File: src/rtl/pfstride_gen_pkg.sv
// Shared types for the stride prefetch generator: prefetch op, table entry, level codes.
// Helper functions for confidence saturation and signed-12-bit range test.
package pfstride_gen_pkg;

  localparam int PADDR_W = 50;
  localparam int DELTA_W = 12;
  localparam int LVL_W   = 2;
  localparam int PC_W    = 16;
  localparam int TAG_W   = 6;
  localparam int CONF_W  = 2;

  localparam logic [LVL_W-1:0] PF_LVL_DC = 2'd0;
  localparam logic [LVL_W-1:0] PF_LVL_L2 = 2'd1;

  typedef struct packed {
    logic [PADDR_W-1:0]        paddr;
    logic signed [DELTA_W-1:0] delta;
    logic [LVL_W-1:0]          level;
  } I_pfgtopfe_op_type;

  typedef struct packed {
    logic               v;
    logic [TAG_W-1:0]   tag;
    logic [PADDR_W-1:0] last_paddr;
    logic [DELTA_W-1:0] stride;
    logic [CONF_W-1:0]  conf;
  } stride_ent_t;

  function automatic logic [CONF_W-1:0] sat_inc(input logic [CONF_W-1:0] c);
    return (c == 2'd3) ? c : c + 2'd1;
  endfunction

  function automatic logic [CONF_W-1:0] sat_dec(input logic [CONF_W-1:0] c);
    return (c == 2'd0) ? c : c - 2'd1;
  endfunction

  // A 50-bit difference fits signed 12 bits when bits [49:11] are all equal.
  function automatic logic fits_s12(input logic [PADDR_W-1:0] d);
    return (&d[PADDR_W-1:DELTA_W-1]) || ~(|d[PADDR_W-1:DELTA_W-1]);
  endfunction

endpackage

File: src/rtl/pfstride_gen_if.sv
// Training-event channel from the core and prefetch-op channel to the engine.
// master drives events and op retry; slave (the generator) drives event retry and ops.
interface pfstride_gen_if;
  import pfstride_gen_pkg::*;

  logic                 coretopfg_ld_valid;
  logic                 coretopfg_ld_retry;
  logic [PC_W-1:0]      coretopfg_ld_pc;
  logic [PADDR_W-1:0]   coretopfg_ld_paddr;
  logic                 pfgtopfe_op_valid;
  logic                 pfgtopfe_op_retry;
  I_pfgtopfe_op_type    pfgtopfe_op;

  modport master (
    output coretopfg_ld_valid, coretopfg_ld_pc, coretopfg_ld_paddr, pfgtopfe_op_retry,
    input  coretopfg_ld_retry, pfgtopfe_op_valid, pfgtopfe_op
  );

  modport slave (
    input  coretopfg_ld_valid, coretopfg_ld_pc, coretopfg_ld_paddr, pfgtopfe_op_retry,
    output coretopfg_ld_retry, pfgtopfe_op_valid, pfgtopfe_op
  );

endinterface

File: src/rtl/pfstride_gen_pfq2.sv
// 2-entry shift FIFO, head on out_dat; push and pop in one cycle both take effect.
// Latency: pushed data visible on out_vld/out_dat the cycle after the push edge.
// Backpressure: full when 2 entries held; push while full is only honoured with a pop.
module pfstride_gen_pfq2 #(
  parameter int W = 64
) (
  input  logic         clk,
  input  logic         reset,
  input  logic         in_vld,
  input  logic [W-1:0] in_dat,
  output logic         full,
  output logic         out_vld,
  input  logic         out_rdy,
  output logic [W-1:0] out_dat
);

  logic [1:0]   cnt;
  logic [W-1:0] m0, m1;
  logic         push, pop;

  assign full    = (cnt == 2'd2);
  assign out_vld = (cnt != 2'd0);
  assign out_dat = m0;
  assign pop     = out_vld && out_rdy;
  assign push    = in_vld && (!full || pop);

  always_ff @(posedge clk or posedge reset) begin
    if (reset) begin
      cnt <= 2'd0;
      m0  <= '0;
      m1  <= '0;
    end else begin
      case ({push, pop})
        2'b10: begin
          if (cnt == 2'd0) m0 <= in_dat;
          else             m1 <= in_dat;
          cnt <= cnt + 2'd1;
        end
        2'b01: begin
          m0  <= m1;
          cnt <= cnt - 2'd1;
        end
        2'b11: begin
          if (cnt == 2'd1) begin
            m0 <= in_dat;
          end else begin
            m0 <= m1;
            m1 <= in_dat;
          end
        end
        default: ;
      endcase
    end
  end

endmodule

File: src/rtl/pfstride_gen.sv
// PC-indexed stride table; trains on accepted loads and emits confident stride prefetches.
// Latency: op visible 1 cycle after the accepting edge when the output queue is empty.
// Backpressure: load events are retried while the 2-entry op queue is full and not popping.
module pfstride_gen
  import pfstride_gen_pkg::*;
#(
  parameter int ENTRIES = 4,
  parameter int CONF_TH = 2
) (
  input logic           clk,
  input logic           reset,
  pfstride_gen_if.slave bus
);

  localparam int               IDX_W     = $clog2(ENTRIES);
  localparam logic [CONF_W-1:0] CONF_TH_L = CONF_TH[CONF_W-1:0];

  stride_ent_t tbl [ENTRIES];

  logic [IDX_W-1:0]   idx;
  logic [TAG_W-1:0]   ld_tag;
  stride_ent_t        ent, ent_nxt;
  logic [PADDR_W-1:0] d;
  logic               hit, d_ok, match, accept, issue, q_full;
  logic [CONF_W-1:0]  conf_nxt;
  I_pfgtopfe_op_type  op_nxt;
  logic [63:0]        op_head;
  logic               unused_pc_bits;

  assign idx    = bus.coretopfg_ld_pc[IDX_W+1:2];
  assign ld_tag = bus.coretopfg_ld_pc[PC_W-1:10];
  assign unused_pc_bits = ^{bus.coretopfg_ld_pc[1:0], bus.coretopfg_ld_pc[9:IDX_W+2]};

  // The table is written on the accepting edge, so a following event to the
  // same entry reads the updated stride/conf with no extra bypass path.
  assign ent   = tbl[idx];
  assign hit   = ent.v && (ent.tag == ld_tag);
  assign d     = bus.coretopfg_ld_paddr - ent.last_paddr;
  assign d_ok  = fits_s12(d) && (d != '0);
  assign match = hit && d_ok && (d[DELTA_W-1:0] == ent.stride);

  assign bus.coretopfg_ld_retry = q_full && bus.pfgtopfe_op_retry;
  assign accept = bus.coretopfg_ld_valid && !bus.coretopfg_ld_retry;

  always_comb begin
    ent_nxt  = ent;
    conf_nxt = match ? sat_inc(ent.conf) : sat_dec(ent.conf);
    if (!hit) begin
      ent_nxt = '{v: 1'b1, tag: ld_tag, last_paddr: bus.coretopfg_ld_paddr,
                  stride: '0, conf: '0};
    end else begin
      ent_nxt.last_paddr = bus.coretopfg_ld_paddr;
      ent_nxt.conf       = conf_nxt;
      if (!match) ent_nxt.stride = d_ok ? d[DELTA_W-1:0] : '0;
    end
  end

  always_comb begin
    op_nxt       = '0;
    op_nxt.paddr = bus.coretopfg_ld_paddr + {{(PADDR_W-DELTA_W){ent.stride[DELTA_W-1]}}, ent.stride};
    op_nxt.delta = ent.stride;
    op_nxt.level = (conf_nxt == 2'd3) ? PF_LVL_DC : PF_LVL_L2;
  end

  assign issue = accept && match && (conf_nxt >= CONF_TH_L);

  always_ff @(posedge clk or posedge reset) begin
    if (reset) begin
      for (int i = 0; i < ENTRIES; i++) tbl[i] <= '0;
    end else if (accept) begin
      tbl[idx] <= ent_nxt;
    end
  end

  pfstride_gen_pfq2 #(.W(64)) u_pfq2 (
    .clk     (clk),
    .reset   (reset),
    .in_vld  (issue),
    .in_dat  (op_nxt),
    .full    (q_full),
    .out_vld (bus.pfgtopfe_op_valid),
    .out_rdy (!bus.pfgtopfe_op_retry),
    .out_dat (op_head)
  );

  assign bus.pfgtopfe_op = op_head;

endmodule
File: src/flat_wrapper.sv
// flat-port wrapper written by rule: the top's interface ports become plain ports
module pfstride_gen_flat import pfstride_gen_pkg::*;
#(
  parameter int ENTRIES = 4,
  parameter int CONF_TH = 2
)
  (clk, reset, bus_coretopfg_ld_valid, bus_coretopfg_ld_pc, bus_coretopfg_ld_paddr, bus_pfgtopfe_op_retry, bus_coretopfg_ld_retry, bus_pfgtopfe_op_valid, bus_pfgtopfe_op);
  pfstride_gen_if bus_i ();
  input logic clk;
  input logic reset;
  input wire logic [$bits(bus_i.coretopfg_ld_valid)-1:0] bus_coretopfg_ld_valid;
  input wire logic [$bits(bus_i.coretopfg_ld_pc)-1:0] bus_coretopfg_ld_pc;
  input wire logic [$bits(bus_i.coretopfg_ld_paddr)-1:0] bus_coretopfg_ld_paddr;
  input wire logic [$bits(bus_i.pfgtopfe_op_retry)-1:0] bus_pfgtopfe_op_retry;
  output wire logic [$bits(bus_i.coretopfg_ld_retry)-1:0] bus_coretopfg_ld_retry;
  output wire logic [$bits(bus_i.pfgtopfe_op_valid)-1:0] bus_pfgtopfe_op_valid;
  output wire logic [$bits(bus_i.pfgtopfe_op)-1:0] bus_pfgtopfe_op;
  assign bus_i.coretopfg_ld_valid = bus_coretopfg_ld_valid;
  assign bus_i.coretopfg_ld_pc = bus_coretopfg_ld_pc;
  assign bus_i.coretopfg_ld_paddr = bus_coretopfg_ld_paddr;
  assign bus_i.pfgtopfe_op_retry = bus_pfgtopfe_op_retry;
  assign bus_coretopfg_ld_retry = bus_i.coretopfg_ld_retry;
  assign bus_pfgtopfe_op_valid = bus_i.pfgtopfe_op_valid;
  assign bus_pfgtopfe_op = bus_i.pfgtopfe_op;
  pfstride_gen #(.ENTRIES(ENTRIES), .CONF_TH(CONF_TH)) u_core (.clk(clk), .reset(reset), .bus(bus_i));
endmodule
File: config.mk
export PLATFORM = sky130hd
export DESIGN_NAME = pfstride_gen_flat
export DESIGN_NICKNAME = d
export VERILOG_FILES = /design/src/rtl/pfstride_gen_pkg.sv /design/src/rtl/pfstride_gen_if.sv /design/src/rtl/pfstride_gen_pfq2.sv /design/src/rtl/pfstride_gen.sv /design/src/flat_wrapper.sv
export SDC_FILE = /design/constraint.sdc
export NUM_CORES = 1
export LEC_CHECK = 0
export ABC_AREA = 1
export CAP_MARGIN = 0
export CORE_MARGIN = 4
export CORE_UTILIZATION = 55
export CTS_CLUSTER_DIAMETER = 80
export CTS_CLUSTER_SIZE = 20
export DETAILED_ROUTE_END_ITERATION = 10
export GPL_ROUTABILITY_DRIVEN = 0
export PLACE_DENSITY_LB_ADDON = 0.15
export SYNTH_ARGS = -nofsm -noshare
export SYNTH_HDL_FRONTEND = slang
export SYNTH_SLANG_ARGS = --single-unit
File: constraint.sdc
create_clock -name clk -period 36.3 [get_ports clk]
set_input_delay 5.445 -clock clk [delete_from_list [all_inputs] [get_ports clk]]
set_output_delay 5.445 -clock clk [all_outputs]
set_load 0.01 [all_outputs]
* Word level (Yosys, flattened, before mapping)
Cells that the tools add are included.
Word-level totals: bits in registers 414, logic and storage cells 94, bits of input ports 70
Cells by class: mux-type cells 21, reductions and logical operators 27, equal/unequal tests 12, add/subtract/negate cells 6, $lt $le $gt $ge 3, bitwise logic cells 2
Operator list (number):
- bitwise mux 284 bit | 1
- 2-to-1 mux 64 bit | 4
- 2-to-1 mux 71 bit | 3
- one-hot mux 64 bit (3 select lines) | 1
- binary-select mux 71 bit (select 2 bit) | 1
- demux 71 bit (select 2 bit) | 1
- one-hot mux 64 bit (2 select lines) | 1
- adder 50 bit | 1
- nonzero test 50 bit | 1
- subtractor 50 bit | 1
- AND reduction 39 bit | 1
- OR reduction 39 bit | 1
- 2-to-1 mux 12 bit | 2
- 2-to-1 mux 14 bit | 1
- equality test 12 bit | 1
- logical AND 1 bit | 11
- equality test 2 bit, second input constant | 5
- 2-to-1 mux 7 bit | 1
- equality test 6 bit | 1
- 2-to-1 mux 2 bit | 3
- inequality test 2 bit, second input constant | 3
- nonzero test 2 bit | 3
- adder 2 x 1 -> 2 bit, second input constant | 2
- equality test 2 x 1 -> 1 bit, second input constant | 2
- other kinds (14) | 19

* Depth between registers and ports, before layout
depth in word-level cells 18, mapped depth 38, gate-level depth less buffers 34

* Cells and area by module
A second synthesis with hierarchy kept.
Second synthesis, totals: cells, all modules 3875, area, all modules 26561.7 um^2
Modules (own cells, without submodules):
- pfstride_gen | times used 1, cells each 3019, area an instance 20229.4 um^2
- pfstride_gen_pfq2 | times used 1, cells each 856, area an instance 6332.3 um^2

* Worst setup path after synthesis
Ideal clock, no wire load.
path type input to output, from input bus_pfgtopfe_op_retry, to output bus_coretopfg_ld_retry, setup slack 25280 ps, cell stages on the path 2, data arrival time 5575 ps, path buffers 0, cell sequence nand2_1 inv_1
Between the ends: cells in the longest elaborated chain, start to end 1
Ends and longest elaborated chain:
- start, declared | line flat_wrapper.sv:14 | input wire logic [$bits(bus_i.pfgtopfe_op_retry)-1:0] bus_pfgtopfe_op_retry;
- logical AND 1 bit | line pfstride_gen.sv:42 | assign bus.coretopfg_ld_retry = q_full && bus.pfgtopfe_op_retry;
- end, declared | line flat_wrapper.sv:15 | output wire logic [$bits(bus_i.coretopfg_ld_retry)-1:0] bus_coretopfg_ld_retry;
No other way between the ends.

* Final worst setup path
from input bus_coretopfg_ld_pc[3], to register u_core.u_pfq2.m0[43], in the netlist u_core.u_pfq2.out_dat[43]
Between the ends: cells in the longest elaborated chain, start to end 18
Ends and longest elaborated chain:
- start, declared | line flat_wrapper.sv:12 | input wire logic [$bits(bus_i.coretopfg_ld_pc)-1:0] bus_coretopfg_ld_pc;
- NOT 2 -> 3 bit (implied by the code) (*) | line pfstride_gen.sv:36 | assign ent = tbl[idx];
- binary-select mux 71 bit (select 2 bit) (*) | line pfstride_gen.sv:36
- 2-to-1 mux 71 bit (implied by the code) (*) (2 in a row) | line pfstride_gen.sv:36
- subtractor 50 bit | line pfstride_gen.sv:38 | assign d = bus.coretopfg_ld_paddr - ent.last_paddr;
- OR reduction 39 bit | line pfstride_gen_pkg.sv:39 | return (&d[PADDR_W-1:DELTA_W-1]) || ~(|d[PADDR_W-1:DELTA_W-1]);
- NOT 1 bit | line pfstride_gen_pkg.sv:39
- logical OR 1 bit | line pfstride_gen_pkg.sv:39
- logical AND 1 bit | line pfstride_gen.sv:39 | assign d_ok = fits_s12(d) && (d != '0);
- logical AND 1 bit (2 in a row) | line pfstride_gen.sv:40 | assign match = hit && d_ok && (d[DELTA_W-1:0] == ent.stride);
- 2-to-1 mux 2 bit | line pfstride_gen.sv:47 | conf_nxt = match ? sat_inc(ent.conf) : sat_dec(ent.conf);
- greater-or-equal comparator 2 bit | line pfstride_gen.sv:65 | assign issue = accept && match && (conf_nxt >= CONF_TH_L);
- logical AND 1 bit | line pfstride_gen.sv:65
- logical AND 1 bit | line pfstride_gen_pfq2.sv:25 | assign push = in_vld && (!full || pop);
- equality test 2 bit or equality test 2 x 1 -> 1 bit (tied branches) | line pfstride_gen_pfq2.sv:33 | case ({push, pop})
- inequality test 2 bit (no line) or nonzero test 3 bit (tied branches)
- AND reduction 2 bit (no line)
- end signal, assigned | line pfstride_gen_pfq2.sv:35 | if (cnt == 2'd0) m0 <= in_dat;
- end signal, assigned | line pfstride_gen_pfq2.sv:40 | m0 <= m1;
- end signal, assigned | line pfstride_gen_pfq2.sv:45 | m0 <= in_dat;
- end, declared | line pfstride_gen_pfq2.sv:18 | logic [W-1:0] m0, m1;
Mark *: on every way between the ends. The rest lies on a longest branch, timed or not. The select of a mux whose other input is x is not followed. A chain may end at the register's enable or synchronous reset.

==> impl_metrics.tcl <==
set metrics [dict create \
    worstPathRequired_ps 36830 \
    period_share_pct 35.1 \
    clock_skew_ps 26.5 \
    crit_fanout 45 \
    r2r-start "u_core.tbl[156]" \
    vdd_drop_max_mv 0.0409 \
    grt_max_degree 134 \
    initialDrtViolationCount 2605 \
    yosys.area.top_type_share_pct 39.5 \
    rsz0062_at_grt "false" \
    drv_cap 0 \
    max_freq_mhz 78.4 \
    p_leak_nw 14.6 \
    synth_ff_type "dfrtp_1" \
    hold_buffers 0 \
    wire_per_inst_um 17.3 \
    synth_area_mm2 0.0261 \
    cts-root-buf "clkbuf_16" \
    slew_viol_final 0 \
    syn-instance-count 3772 \
    viasPerCell 5.62 \
    path_buf_inv 10 \
    cpMostUsedCell "nand2_1" \
    grt_usage_pct 29.8 \
    power_per_cell_area_mw_per_mm2 61.4 \
    grt_pass1_wl_um 124000 \
    rows 79 \
    insertedDiodeCount 0 \
    fillers 4511 \
    final_core_util_pct 61.0 \
    pin_count 136 \
    tns_ps 0 \
    io_buffers 126 \
    crit_family "buffers and inverters" \
    die_h_um 226 \
    hold_violations 0 \
    finalCriticalPeriod_ps 12750 \
    fin_nets 3996 \
    synth_top_area_cell "dfrtp_1" \
    vias 24920 \
    grt-ovfl-total 0 \
    clkTransAtPathRegs_ps 80 \
    synth_nets 3949 \
    tightest_slew_ps 1210 \
    cp_slowest_cell "o21ai_1" \
    setup_viol_count_final 0 \
    start_util_pct 55.8 \
    crit_start "bus_coretopfg_ld_pc[3]" \
    slew_headroom_pct 19.0 \
    hold_start "u_core.tbl[70]" \
    antenna_found_initial 0 \
    async_flop_share_pct 100 \
    ys_seq_elements 412 \
    drive_gt1_share_pct 2.67 \
    cts.sinks 412 \
    cts_max_level 1 \
    crit_path_start_kind "primary input" \
    ant_nets 0 \
    synthTopCellsByArea "dfrtp_1 40%, nand2_1 19%, inv_1 6.7%" \
    worst_ep_arrival_time_ps 13280 \
    drc 0 \
    place_hpwl_um 55000 \
    area_delta_synth_final_pct 9.43 \
    clockBufferDepth 3 \
    die_w_um 226 \
    drt-pass1-iter-count 8 \
    core_mm2 0.0468 \
    ys_types 50 \
    seq_area_frac_synth_pct 39.5 \
    postCtsResizedCells 0 \
    die_area_mm2 0.0510 \
    critical_path_class "in2reg" \
    ys_warn_count 0 \
    cts_tree "done" \
    cts-buffers-inserted 26 \
    min_path_type "reg2reg" \
    routed_wl_um 76700 \
    max_stage_delay_ps 920 \
    status "completed" \
    critPathCaptureType "flip-flop" \
    avgSynthCellArea_um2 6.91 \
    synth_edf_count 0 \
    grt_pass1_vias 23136 \
    cts_setup_buffers 0 \
    clk_latency_ps 600 \
]
## logic make-up (layout without fill, tap and decap cells)
logic type	count (synthesis)	in the layout	share of synthesized area, %
buffers and inverters	607	662	8.97
adders and majority gates	107	107	5.19
DFF	412	412	39.5
other	1	1	0.0144
and+or+nand+nor	1952	1952	30.3
muxes	1	1	0.0384
xor gates and xnor gates	57	57	1.91
AOI/OAI and AO/OA	635	635	14.0
## cell usage in the layout (no fill, tap or decap), types with 6 or more instances in the layout
cell,synthesis,routed
clkbuf_16,0,26
clkdlybuf4s50_1,0,126
clkinv_1,6,6
a221oi_1,50,50
nand3_1,236,236
xnor2_1,27,27
inv_1,462,459
dfrtp_1,412,412
ha_1,105,105
nand4_1,37,37
a22oi_1,35,35
o21ai_0,283,282
nor4_1,7,7
nor2_1,280,275
nand3b_1,10,10
nand2_1,1330,1330
nand2_2,7,7
and2_1,7,7
o22ai_1,50,50
or2_2,9,9
xor2_1,30,30
a21o_1,7,7
a31oi_1,8,8
nor3_1,18,18
o21bai_1,10,10
inv_2,8,10
buf_4,1,24
a21oi_1,164,164
nor2_2,6,7
## final cells by class
| type | count | area [µm²] | share of cell area (%) |
|---|---|---|---|
| timing repair buffer | 150 | 1440 | 5.05 |
| clock inverter | 7 | 76.3 | 0.268 |
| clock buffer | 29 | 682 | 2.39 |
| sequential | 412 | 10300 | 36.1 |
| inverter | 476 | 1790 | 6.29 |
| multi-input combinational | 2753 | 13500 | 47.2 |
| tap | 607 | 759 | 2.66 |
## final timing paths
| kind | end | slack, ps | cells past startpoint |
|---|---|---|---|
| max | u_core.u_pfq2.out_dat[43] | 23550 | 35 |
| min | u_core.tbl[70] | 470 | 2 |
| max reg2reg | u_core.u_pfq2.out_dat[43] | 29870 | 30 |
| min reg2reg | u_core.tbl[70] | 470 | 2 |
| max in group asynchronous | u_core.tbl[200] | 28740 | 4 |
| min in group asynchronous | u_core.u_pfq2.out_dat[8] | 5410 | 2 |
## cells in the mapped netlist (all sizes together), types with 2 or more instances
| cell type | count |
|---|---|
| or2 | 9 |
| dfrtp | 412 |
| xor2 | 30 |
| o21bai | 11 |
| o21ai | 285 |
| nand3 | 237 |
| o21a | 5 |
| o221ai | 5 |
| a21oi | 164 |
| nand4 | 38 |
| nand3b | 10 |
| a22oi | 35 |
| o31ai | 2 |
| clkbuf | 108 |
| a21boi | 5 |
| nor3 | 18 |
| o22ai | 50 |
| xnor2 | 27 |
| nor2 | 286 |
| inv | 470 |
| nor4 | 7 |
| a21o | 7 |
| ha | 105 |
| buf | 23 |
| a211oi | 2 |
| o211ai | 3 |
| clkinv | 6 |
| fa | 2 |
| a31oi | 8 |
| nand2 | 1338 |
| and2 | 8 |
| a221oi | 50 |
## layer usage
| layer | vias up | share of wire, % | global-route usage (%) |
|---|---|---|---|
| li1 | 12241 | - | - |
| met1 | 11602 | 44 | 43.2 |
| met2 | 948 | 44 | 47.0 |
| met3 | 129 | 7.3 | 3.31 |
| met4 | 0 | 4.0 | 10.1 |
| met5 | - | 0 | 0 |
## power by group
part	internal, mW	total, mW	leakage [nW]	switching, mW
sequential	0.571	0.624	5.11	0.0533
combinational	0.294	0.828	9.11	0.535
clock	0.136	0.300	0.361	0.164
## per-stage QoR
stage	area, µm²	power, mW	hold WS, ps	instances	worst slack, ps
6_report	28500	1.75	465	4434	23550
5_1_grt	28500	1.89	475	4434	22950
4_1_cts	28500	1.75	463	4434	23720
3_5_place_dp	27800	1.45	443	4398	23130
3_3_place_gp	27800	1.43	433	4398	23140
2_1_floorplan	26100	1.19	423	3772	19390
## tightest hold or removal path, delay by kind of cell, from the launching register on
family / cells / cell delay (ps)
DFF: 1 / 330
and+or+nand+nor: 1 / 60
buffers and inverters: 1 / 50
## registers in the layout, indices dropped and copies added, names as in the netlist
register	cells
u_core.u_pfq2.out_dat	63
u_core.u_pfq2.m1	63
u_core.u_pfq2.cnt	2
u_core.tbl	284
Power figures use the tool's default switching activity.
